### src/rtl/z_queue_pkg.sv
// Shared types for the Z move queue: FSM states, handshake timeout and FIFO entry layout.
package z_queue_pkg;

  typedef enum logic [2:0] {
    IDLE,
    LOAD,
    START,
    WAIT_ACK,
    RUN
  } zq_state_e;

  // Cycles the queue waits in WAIT_ACK for the stepper to report driving.
  localparam int ACK_TIMEOUT = 2;

  // One queued move: raw step command plus the already-clamped half-period.
  typedef struct packed {
    logic [31:0] step;
    logic [31:0] speed;
  } zq_entry_t;

endpackage

### src/rtl/z_move_queue_cmd_fifo.sv
// Synchronous command FIFO, DEPTH x 64 bits, with occupancy output and single-cycle flush.
module cmd_fifo
  import z_queue_pkg::*;
#(
  parameter int DEPTH = 8
) (
  input  logic                     clk,
  input  logic                     reset_n,
  input  logic                     flush,
  input  logic                     wr_en,
  input  zq_entry_t                wr_data,
  input  logic                     rd_en,
  output zq_entry_t                rd_data,
  output logic                     full,
  output logic                     empty,
  output logic [$clog2(DEPTH):0]   level
);

  localparam int AW = $clog2(DEPTH);
  localparam logic [AW:0] PTR_ONE = (AW + 1)'(1);
  localparam logic [AW:0] DEPTH_W = (AW + 1)'(DEPTH);

  zq_entry_t   mem [DEPTH];
  logic [AW:0] wr_ptr_q;
  logic [AW:0] wr_ptr_d;
  logic [AW:0] rd_ptr_q;
  logic [AW:0] rd_ptr_d;
  logic        do_wr;
  logic        do_rd;

  // Pointers carry one extra wrap bit so full and empty are distinguishable.
  assign level   = wr_ptr_q - rd_ptr_q;
  assign full    = (level == DEPTH_W);
  assign empty   = (level == '0);
  assign rd_data = mem[rd_ptr_q[AW-1:0]];

  // Next-pointer logic; flush overrides any write or read in the same cycle.
  always_comb begin
    do_wr    = wr_en & ~full & ~flush;
    do_rd    = rd_en & ~empty & ~flush;
    wr_ptr_d = wr_ptr_q;
    rd_ptr_d = rd_ptr_q;
    if (flush) begin
      wr_ptr_d = '0;
      rd_ptr_d = '0;
    end else begin
      if (do_wr) wr_ptr_d = wr_ptr_q + PTR_ONE;
      if (do_rd) rd_ptr_d = rd_ptr_q + PTR_ONE;
    end
  end

  // Entry storage holds data only, so it is not reset.
  always_ff @(posedge clk) begin
    if (do_wr) mem[wr_ptr_q[AW-1:0]] <= wr_data;
  end

  // Pointer registers.
  always_ff @(posedge clk or negedge reset_n) begin
    if (!reset_n) begin
      wr_ptr_q <= '0;
      rd_ptr_q <= '0;
    end else begin
      wr_ptr_q <= wr_ptr_d;
      rd_ptr_q <= rd_ptr_d;
    end
  end

endmodule

### src/rtl/z_move_queue.sv
// Z-axis move queue: buffers move commands and dispatches them one at a time to the
// downstream Z stepper, tracking completions and latching an abort with residual steps.
module z_move_queue
  import z_queue_pkg::*;
#(
  parameter int DEPTH     = 8,
  parameter int MIN_SPEED = 1
) (
  input  logic                    clk,
  input  logic                    reset_n,
  input  logic [31:0]             cmd_step,
  input  logic [31:0]             cmd_speed,
  input  logic                    cmd_valid,
  output logic                    cmd_ready,
  input  logic                    flush,
  input  logic                    stepper_driving,
  input  logic [31:0]             stepper_step_out,
  input  logic                    zmin,
  input  logic                    zmax,
  output logic [31:0]             stepper_step_in,
  output logic [31:0]             stepper_speed,
  output logic                    start_driving,
  output logic                    busy,
  output logic                    abort,
  output logic [31:0]             residual,
  output logic [15:0]             done_count,
  output logic [$clog2(DEPTH):0]  fifo_level
);

  localparam logic [31:0] MIN_SPEED_W = 32'(MIN_SPEED);
  localparam logic [1:0]  ACK_LAST    = 2'(ACK_TIMEOUT - 1);

  // Saturate the requested half-period from below so the stepper never sees 0.
  function automatic logic [31:0] clamp_speed(input logic [31:0] spd);
    return (spd < MIN_SPEED_W) ? MIN_SPEED_W : spd;
  endfunction

  zq_state_e   state_q, state_d;
  logic [1:0]  ack_cnt_q, ack_cnt_d;
  logic [31:0] step_in_q, step_in_d;
  logic [31:0] speed_q, speed_d;
  logic        start_q, start_d;
  logic        abort_q, abort_d;
  logic [31:0] residual_q, residual_d;
  logic [15:0] done_q, done_d;
  logic        rdy_en_q, rdy_en_d;

  zq_entry_t   wr_entry;
  zq_entry_t   head;
  logic        fifo_full;
  logic        fifo_empty;
  logic        wr_en;
  logic        pop;

  // Endstops are enforced by the stepper itself; the queue only sees their effect
  // through stepper_driving and the remaining count in stepper_step_out.
  logic        unused_endstops;
  assign unused_endstops = zmin ^ zmax;

  // rdy_en_q keeps cmd_ready low while reset is held and until the first clock after it.
  assign cmd_ready        = rdy_en_q & ~fifo_full & ~abort_q;
  assign wr_en            = cmd_valid & cmd_ready;
  assign busy             = (state_q != IDLE) | (~fifo_empty & ~abort_q);
  assign abort            = abort_q;
  assign residual         = residual_q;
  assign done_count       = done_q;
  assign stepper_step_in  = step_in_q;
  assign stepper_speed    = speed_q;
  assign start_driving    = start_q;

  // Build the FIFO entry with the speed already clamped.
  always_comb begin
    wr_entry.step  = cmd_step;
    wr_entry.speed = clamp_speed(cmd_speed);
  end

  cmd_fifo #(
    .DEPTH (DEPTH)
  ) u_fifo (
    .clk     (clk),
    .reset_n (reset_n),
    .flush   (flush),
    .wr_en   (wr_en),
    .wr_data (wr_entry),
    .rd_en   (pop),
    .rd_data (head),
    .full    (fifo_full),
    .empty   (fifo_empty),
    .level   (fifo_level)
  );

  // Dispatch FSM next-state and output logic; flush clears abort and also
  // suppresses any abort the current move would raise on the same cycle.
  always_comb begin
    state_d    = state_q;
    ack_cnt_d  = ack_cnt_q;
    step_in_d  = step_in_q;
    speed_d    = speed_q;
    abort_d    = abort_q;
    residual_d = residual_q;
    done_d     = done_q;
    rdy_en_d   = 1'b1;
    pop        = 1'b0;
    if (flush) abort_d = 1'b0;
    case (state_q)
      IDLE: begin
        if (!fifo_empty && !abort_q && !flush && !stepper_driving) state_d = LOAD;
      end
      LOAD: begin
        pop       = 1'b1;
        step_in_d = head.step;
        speed_d   = head.speed;
        if (head.step[30:0] == '0) begin
          done_d  = done_q + 16'd1;
          state_d = IDLE;
        end else begin
          state_d = START;
        end
      end
      START: begin
        ack_cnt_d = '0;
        state_d   = WAIT_ACK;
      end
      WAIT_ACK: begin
        if (stepper_driving) begin
          state_d = RUN;
        end else if (ack_cnt_q == ACK_LAST) begin
          state_d = IDLE;
          if (!flush) begin
            abort_d    = 1'b1;
            residual_d = step_in_q;
          end
        end else begin
          ack_cnt_d = ack_cnt_q + 2'd1;
        end
      end
      RUN: begin
        if (!stepper_driving) begin
          state_d = IDLE;
          if (stepper_step_out[30:0] == '0) begin
            done_d = done_q + 16'd1;
          end else if (!flush) begin
            abort_d    = 1'b1;
            residual_d = stepper_step_out;
          end
        end
      end
      default: state_d = IDLE;
    endcase
    start_d = (state_d == START);
  end

  // Control and output registers.
  always_ff @(posedge clk or negedge reset_n) begin
    if (!reset_n) begin
      state_q    <= IDLE;
      ack_cnt_q  <= '0;
      step_in_q  <= '0;
      speed_q    <= MIN_SPEED_W;
      start_q    <= 1'b0;
      abort_q    <= 1'b0;
      residual_q <= '0;
      done_q     <= '0;
      rdy_en_q   <= 1'b0;
    end else begin
      state_q    <= state_d;
      ack_cnt_q  <= ack_cnt_d;
      step_in_q  <= step_in_d;
      speed_q    <= speed_d;
      start_q    <= start_d;
      abort_q    <= abort_d;
      residual_q <= residual_d;
      done_q     <= done_d;
      rdy_en_q   <= rdy_en_d;
    end
  end

endmodule

### config.mk
export PLATFORM = sky130hd
export DESIGN_NAME = z_move_queue
export DESIGN_NICKNAME = d
export VERILOG_FILES = /design/src/rtl/z_queue_pkg.sv /design/src/rtl/z_move_queue_cmd_fifo.sv /design/src/rtl/z_move_queue.sv
export SDC_FILE = /design/constraint.sdc
export NUM_CORES = 1
export LEC_CHECK = 0
export ABC_AREA = 1
export CORE_MARGIN = 2
export CORE_UTILIZATION = 63
export DETAILED_ROUTE_END_ITERATION = 16
export DONT_BUFFER_PORTS = 1
export PLACE_DENSITY = 0.75
export SLEW_MARGIN = 25
export SYNTH_ARGS = -nofsm -noshare
export SYNTH_HDL_FRONTEND = slang
export SYNTH_SLANG_ARGS = --single-unit
### constraint.sdc
create_clock -name clk -period 8.24 [get_ports clk]
set_clock_uncertainty 0.15 [all_clocks]
set_input_delay 1.648 -clock clk [delete_from_list [all_inputs] [get_ports clk]]
set_output_delay 1.648 -clock clk [all_outputs]
set_load 0.05 [all_outputs]
Word-level counts from Yosys, hierarchy flattened
Memory sizes are Yosys's and may differ from the RTL's. Index checks and enable logic that the tools add are counted.

Muxes and demuxes: 35. Equality and inequality tests: 16. Magnitude comparators: 1. Reduce and logical (&&, ||, !) cells: 20. Bitwise operators: 13. Add/sub/neg operators: 5.

Operators with widths (number): two-way mux 32 bit (7); case mux 32 bit (2 select lines) (1); zero test 31 bit (2); two-way mux 16 bit (3); < comparator 32 x 1 -> 1 bit, second input constant (1); case mux 16 bit (2 select lines) (1); inequality test 2 bit, second input constant (9); adder 16 x 1 -> 16 bit, second input constant (1); two-way mux 4 bit (4); case mux 3 bit (5 select lines) (1); two-way mux 3 bit (4); nonzero test 2 bit (5); equality test 3 x 2 -> 1 bit, second input constant (3); two-way mux 1 bit (9); adder 4 x 1 -> 4 bit, second input constant (2); AND 1 bit (8); AND reduction 7 bit (1); two-way mux 2 bit (3); equality test 4 bit, second input constant (1); zero test 1 bit (4); zero test 4 bit (1); NOT 1 bit (4); case mux 2 bit (2 select lines) (1); AND reduction 4 bit (1); 11 further kinds (13).

Memories: 1. Register bits after elaboration: 128. Word-level logic and storage cells: 102. Output and inout port bits: 120. Input port bits: 103. Memory bits (writable): 512.

Memories: u_fifo.mem (words 8, width 64, read ports 1, clocked after memory_dff 0, write ports 1, RTL line z_move_queue_cmd_fifo.sv:23) `zq_entry_t mem [DEPTH];`.

Logic depth before layout (Yosys ltp)
Word-level depth: 10. Gate-level depth with buffers: 17. Depth with buffers taken out: 15.

Hierarchy
Synthesis repeated with hierarchy kept, for this count alone.

Cell total of the unflattened synthesis: 2223. Area total of the unflattened synthesis: 26419.1 µm².

Modules (own cells, without submodules): cmd_fifo (area each 20528.4 µm², times used 1, sequential area each 15574.9 µm², cells each 1543); z_move_queue (area each 5890.6 µm², times used 1, sequential area each 3004.1 µm², cells each 680).

Worst setup path before layout
No wires, ideal clock.

Path type: register -> register. Start: reg u_fifo.rd_ptr_q[2]. End: mem u_fifo.mem[3][0] in the netlist's numbering (enable). Setup time: 0.565 ns. Stages on the path, launching flop included: 15. Arrival: 7.803 ns. Path buffers: 3. Setup slack: -0.278 ns. Period minus slack after synthesis: 8.518 ns. Data required time: 7.525 ns. Cell sequence: dfrtp_1 -> inv_1 -> clkbuf_1 -> clkbuf_1 -> clkbuf_1 -> ha_1 -> xor2_1 -> nor3_1 -> nand2_1 -> nand3_1 -> inv_1 -> nand2_1 -> inv_1 -> nand2_1 -> nor3_1.

Longest elaborated chain between the ends: 10.

RTL lines: start: declaration (RTL line z_move_queue_cmd_fifo.sv:26) `logic [AW:0] rd_ptr_q;`; start signal: assignment (RTL line z_move_queue_cmd_fifo.sv:64) `rd_ptr_q <= rd_ptr_d;`; subtractor 4 bit (RTL line z_move_queue_cmd_fifo.sv:32) `assign level = wr_ptr_q - rd_ptr_q;`; named net fifo_level[2] (RTL line z_move_queue.sv:27) `output logic [$clog2(DEPTH):0] fifo_level`; equality test 4 bit (RTL line z_move_queue_cmd_fifo.sv:33) `assign full = (level == DEPTH_W);`; NOT 1 bit (RTL line z_move_queue.sv:61) `assign cmd_ready = rdy_en_q & ~fifo_full & ~abort_q;`; AND 1 bit (2 in a row) (RTL line z_move_queue.sv:61); named net cmd_ready (RTL line z_move_queue.sv:14) `output logic cmd_ready,`; AND 1 bit (RTL line z_move_queue.sv:62) `assign wr_en = cmd_valid & cmd_ready;`; AND 1 bit (2 in a row) (RTL line z_move_queue_cmd_fifo.sv:39) `do_wr = wr_en & ~full & ~flush;`; two-way mux 1 bit (RTL line z_move_queue_cmd_fifo.sv:54) `if (do_wr) mem[wr_ptr_q[AW-1:0]] <= wr_data;`; two-way mux 1 bit (not written as such) (RTL line z_move_queue_cmd_fifo.sv:54); end: declaration (RTL line z_move_queue_cmd_fifo.sv:23).

The timed path passes the listed nets, and every way through them passes these cells.

Worst setup path in the final report
Start: reg u_fifo.rd_ptr_q[1]. End: out busy.

Longest elaborated chain between the ends: 5.

RTL lines: subtractor 4 bit (RTL line z_move_queue_cmd_fifo.sv:32); named net fifo_level[3] (RTL line z_move_queue.sv:27); zero test 4 bit (RTL line z_move_queue_cmd_fifo.sv:34) `assign empty = (level == '0);`; NOT 1 bit (RTL line z_move_queue.sv:63) `assign busy = (state_q != IDLE) | (~fifo_empty & ~abort_q);`; AND 1 bit (RTL line z_move_queue.sv:63); bitwise OR 1 bit (RTL line z_move_queue.sv:63); end: declaration (RTL line z_move_queue.sv:23) `output logic busy,`.

The timed path passes the listed nets, and every way through them passes these cells.

==> summary.txt <==
Die height: 209 um
Vias per cell: 6.00
TritonRoute pass-1 iters: 5
Buffers & Inverters on Critical Path: 2
Core area: 41700 um2
I/O Pins: 223
Crit Path Max Fanout: 67
Post-Syn Nets: 2527
Layout area overhead: 8.61%
DIE AREA: 43600 um2
VDD IR max: 228 uV
Routed WL: 63200 um
Mean Syn Cell Area: 10.9 um2
R2R depth: 14
WL per Instance: 21.5 um
Pwr Total: 9.07 mW
First-pass GRT wire length: 95800 um
Warnings from Yosys: 0
Period minus WS final: 5.90 ns
Worst Hold Class: flop to flop
Starting Density: 63.4%
Area after DPL: 26800 um2
R2R Setup Slk: 2.64 ns
Slowest-stage cell, CP: dfrtp_4
# diodes: 0
Placed insts: 2824
Setup bufs post-CTS: 0
Post-Syn Area: 26400 um2
Root Buffer: clkbuf_16
Post-synth top area share: 58.2%
Site Rows: 75
Port buffer count: 0
Final-layout fill cell count: 2891
CP arrival: 4.10 ns
Slew Limit Fails: 0
CP peak stage delay: 0.92 ns
Post-synthesis sequential element count: 640
Headroom to the max-slew limit: 33.9%
Yosys cell types: 43
CP Capture Point: busy
Nets: 2459
GRT Residual Overflow: 0
Die W: 209 um
Kind of cell adding the most delay to the critical path: flip-flops
MaxCap Viol Count: 0
Worst path required time: 6.44 ns
Clk sink count: 640
Critical Path Start Type: flop
Leak Pwr: 11.2 nW
RSZ-0062 raised after global routing: no
Antenna violations before repair: 0
Post_cts resized: 0
Remaining DRCs: 0
TritonCTS clock tree: built
Top cells by area, synth: edfxtp_1 (58%), dfrtp_1 (12%), nand2_1 (9.1%)
Status: complete, no violations
Setup WS post-layout: 2.34 ns
Reg2reg start: u_fifo.rd_ptr_q[1]$_DFFE_PN0P_
Power per standard cell area: 316 nW/um2
Via Count: 17600
H-tree lvl count: 2
Cells after Synth: 2416
RR Endpoint: u_fifo.mem[4][51]$_DFFE_PP_
Clk pin slew, worst setup/hold paths: 0.06 ns
Most frequent cells after synthesis: nand2_1 (641), edfxtp_1 (512), nor2_1 (219)
Total Routing Usage GR: 29.0%
DRT antenna net count: 0
Layout cells sized above 1: 5.76%
Final GP Congestion: 0.917
Final core occ: 68.9%
Post-route cell area: 28700 um2
CP startpoint: u_fifo.rd_ptr_q[1]$_DFFE_PN0P_
Max Root-Sink Buffers: 3
Final setup fails: 0
Area leader, netlist: edfxtp_1
Count leader, synth: nand2_1
Total CTS buffers: 61
Critical path depth: 9
Final cycle utilization of the critical path: 71.6%
Worst Setup End Kind: primary output
Crit Path Class: flop to primary output
Skew-Pair Late Insertion Delay: 0.64 ns
DP Wirelength: 36300 um
Number of global-route vias before repair: 17100
Fmax: 0.170 GHz
Seq/Total Area, Yosys: 70.3%
Crit-path cells: clkinv_2 > buf_4 > ha_1 > nand3_1 > nand2_1 > xor2_2 > nand2b_1 > nand2_1 > nand3_1
Pin count of the biggest net entering global routing: 149
Asr flop ratio synth: 20.0%
Post-CTS Hold Fix Bufs: 0
Final std cells w/o fill: 2936
Post-synth EDFFs: 512
Final Hold Fails: 0
Worst slew pin tran: 0.992 ns
Ys flop type: edfxtp_1
DP Worst Slack: 2.64 ns
Number of DRC markers in iteration 0: 2192
==> cell families (layout without fill, tap and decap cells) <==
family	Yosys count	in the layout	synth area share, %
xor gates and xnor gates	17	17	0.564
adders and majority gates	8	8	0.407
and+or+nand+nor	1065	1065	16.3
other	1	1	0.0142
buffers and inverters	368	349	5.44
DFF	640	640	70.3
AOI/OAI and AO/OA	317	317	6.98
==> sequential cells by signal, summed over array words and instances, names as in the netlist <==
signal,count
rdy_en_q,1
u_fifo.mem,512
u_fifo.rd_ptr_q,4
state_q,3
start_driving,1
stepper_speed,32
ack_cnt_q,2
done_count,16
stepper_step_in,32
abort,1
residual,32
u_fifo.wr_ptr_q,4
==> layout make-up <==
type	count	area, um2	area share, %
clock buffers	78	1640	5.72
flip-flops and latches	640	18600	64.8
inverters	210	798	2.78
well taps	539	674	2.35
clock inverters	34	298	1.04
multi-input cells	1408	6480	22.6
repair buffers	27	223	0.776
==> power breakdown <==
part | total [mW] | leakage [nW] | internal, mW | switching, mW
logic | 1.44 | 4.02 | 0.406 | 1.03
registers | 4.93 | 6.23 | 3.77 | 1.16
clock network | 2.70 | 0.936 | 1.53 | 1.18
total | 9.07 | 11.2 | 5.71 | 3.37
==> stage by stage <==
stage / hold slack [ns] / setup TNS (ns)
finish: 0.367 / 0
global route: 0.416 / 0
CTS: 0.368 / 0
detailed placement: 0.356 / 0
global placement: 0.316 / 0
floorplan: 0.302 / -53.32
==> per-layer routing <==
metal / track usage, % / wire length, um / vias up
li1: - / - / 8036
met1: 39.0 / 25300 / 8549
met2: 45.3 / 29000 / 853
met3: 7.80 / 6490 / 171
met4: 11.8 / 2430 / 0
met5: 0 / 0 / -
==> layout by cell type, fill, tap and decap left out, drive strengths merged, types with 2 or more instances in the layout <==
cell      synthesis  final
nand4             6      6
o21ai           218    218
buf              34     27
inv             208    207
a21oi             7      7
clkinvlp          0      5
bufinv            0      4
o22ai            24     24
dfrtp           127    127
nor2            220    220
nand2           643    643
xnor2             9      9
ha                7      7
o211ai           19     19
nor3             11     11
o221ai           42     42
nor4             13     13
nor3b             2      2
clkbuf          124     78
xor2              8      8
edfxtp          512    512
nand3           168    168
clkinv            2     28
==> worst min-delay path by stage <==
| stage | startpoint | end | slack, ns | cells past startpoint |
|---|---|---|---|---|
| 2_1_floorplan | ack_cnt_q[1]$_DFFE_PN0P_ | ack_cnt_q[1]$_DFFE_PN0P_ | 0.30 | 2 |
| 3_3_place_gp | ack_cnt_q[1]$_DFFE_PN0P_ | ack_cnt_q[1]$_DFFE_PN0P_ | 0.32 | 2 |
| 3_5_place_dp | ack_cnt_q[1]$_DFFE_PN0P_ | ack_cnt_q[1]$_DFFE_PN0P_ | 0.36 | 2 |
| 4_1_cts | ack_cnt_q[1]$_DFFE_PN0P_ | ack_cnt_q[1]$_DFFE_PN0P_ | 0.37 | 2 |
| 5_1_grt | ack_cnt_q[1]$_DFFE_PN0P_ | ack_cnt_q[1]$_DFFE_PN0P_ | 0.42 | 2 |
| 6_report | ack_cnt_q[1]$_DFFE_PN0P_ | ack_cnt_q[1]$_DFFE_PN0P_ | 0.37 | 2 |
==> worst min-delay path: stages (launching register included) <==
cell and delay (ns):
dfrtp_1 0.35, nand2_1 0.06, o31ai_1 0.07
Power figures use the tool's default switching activity.
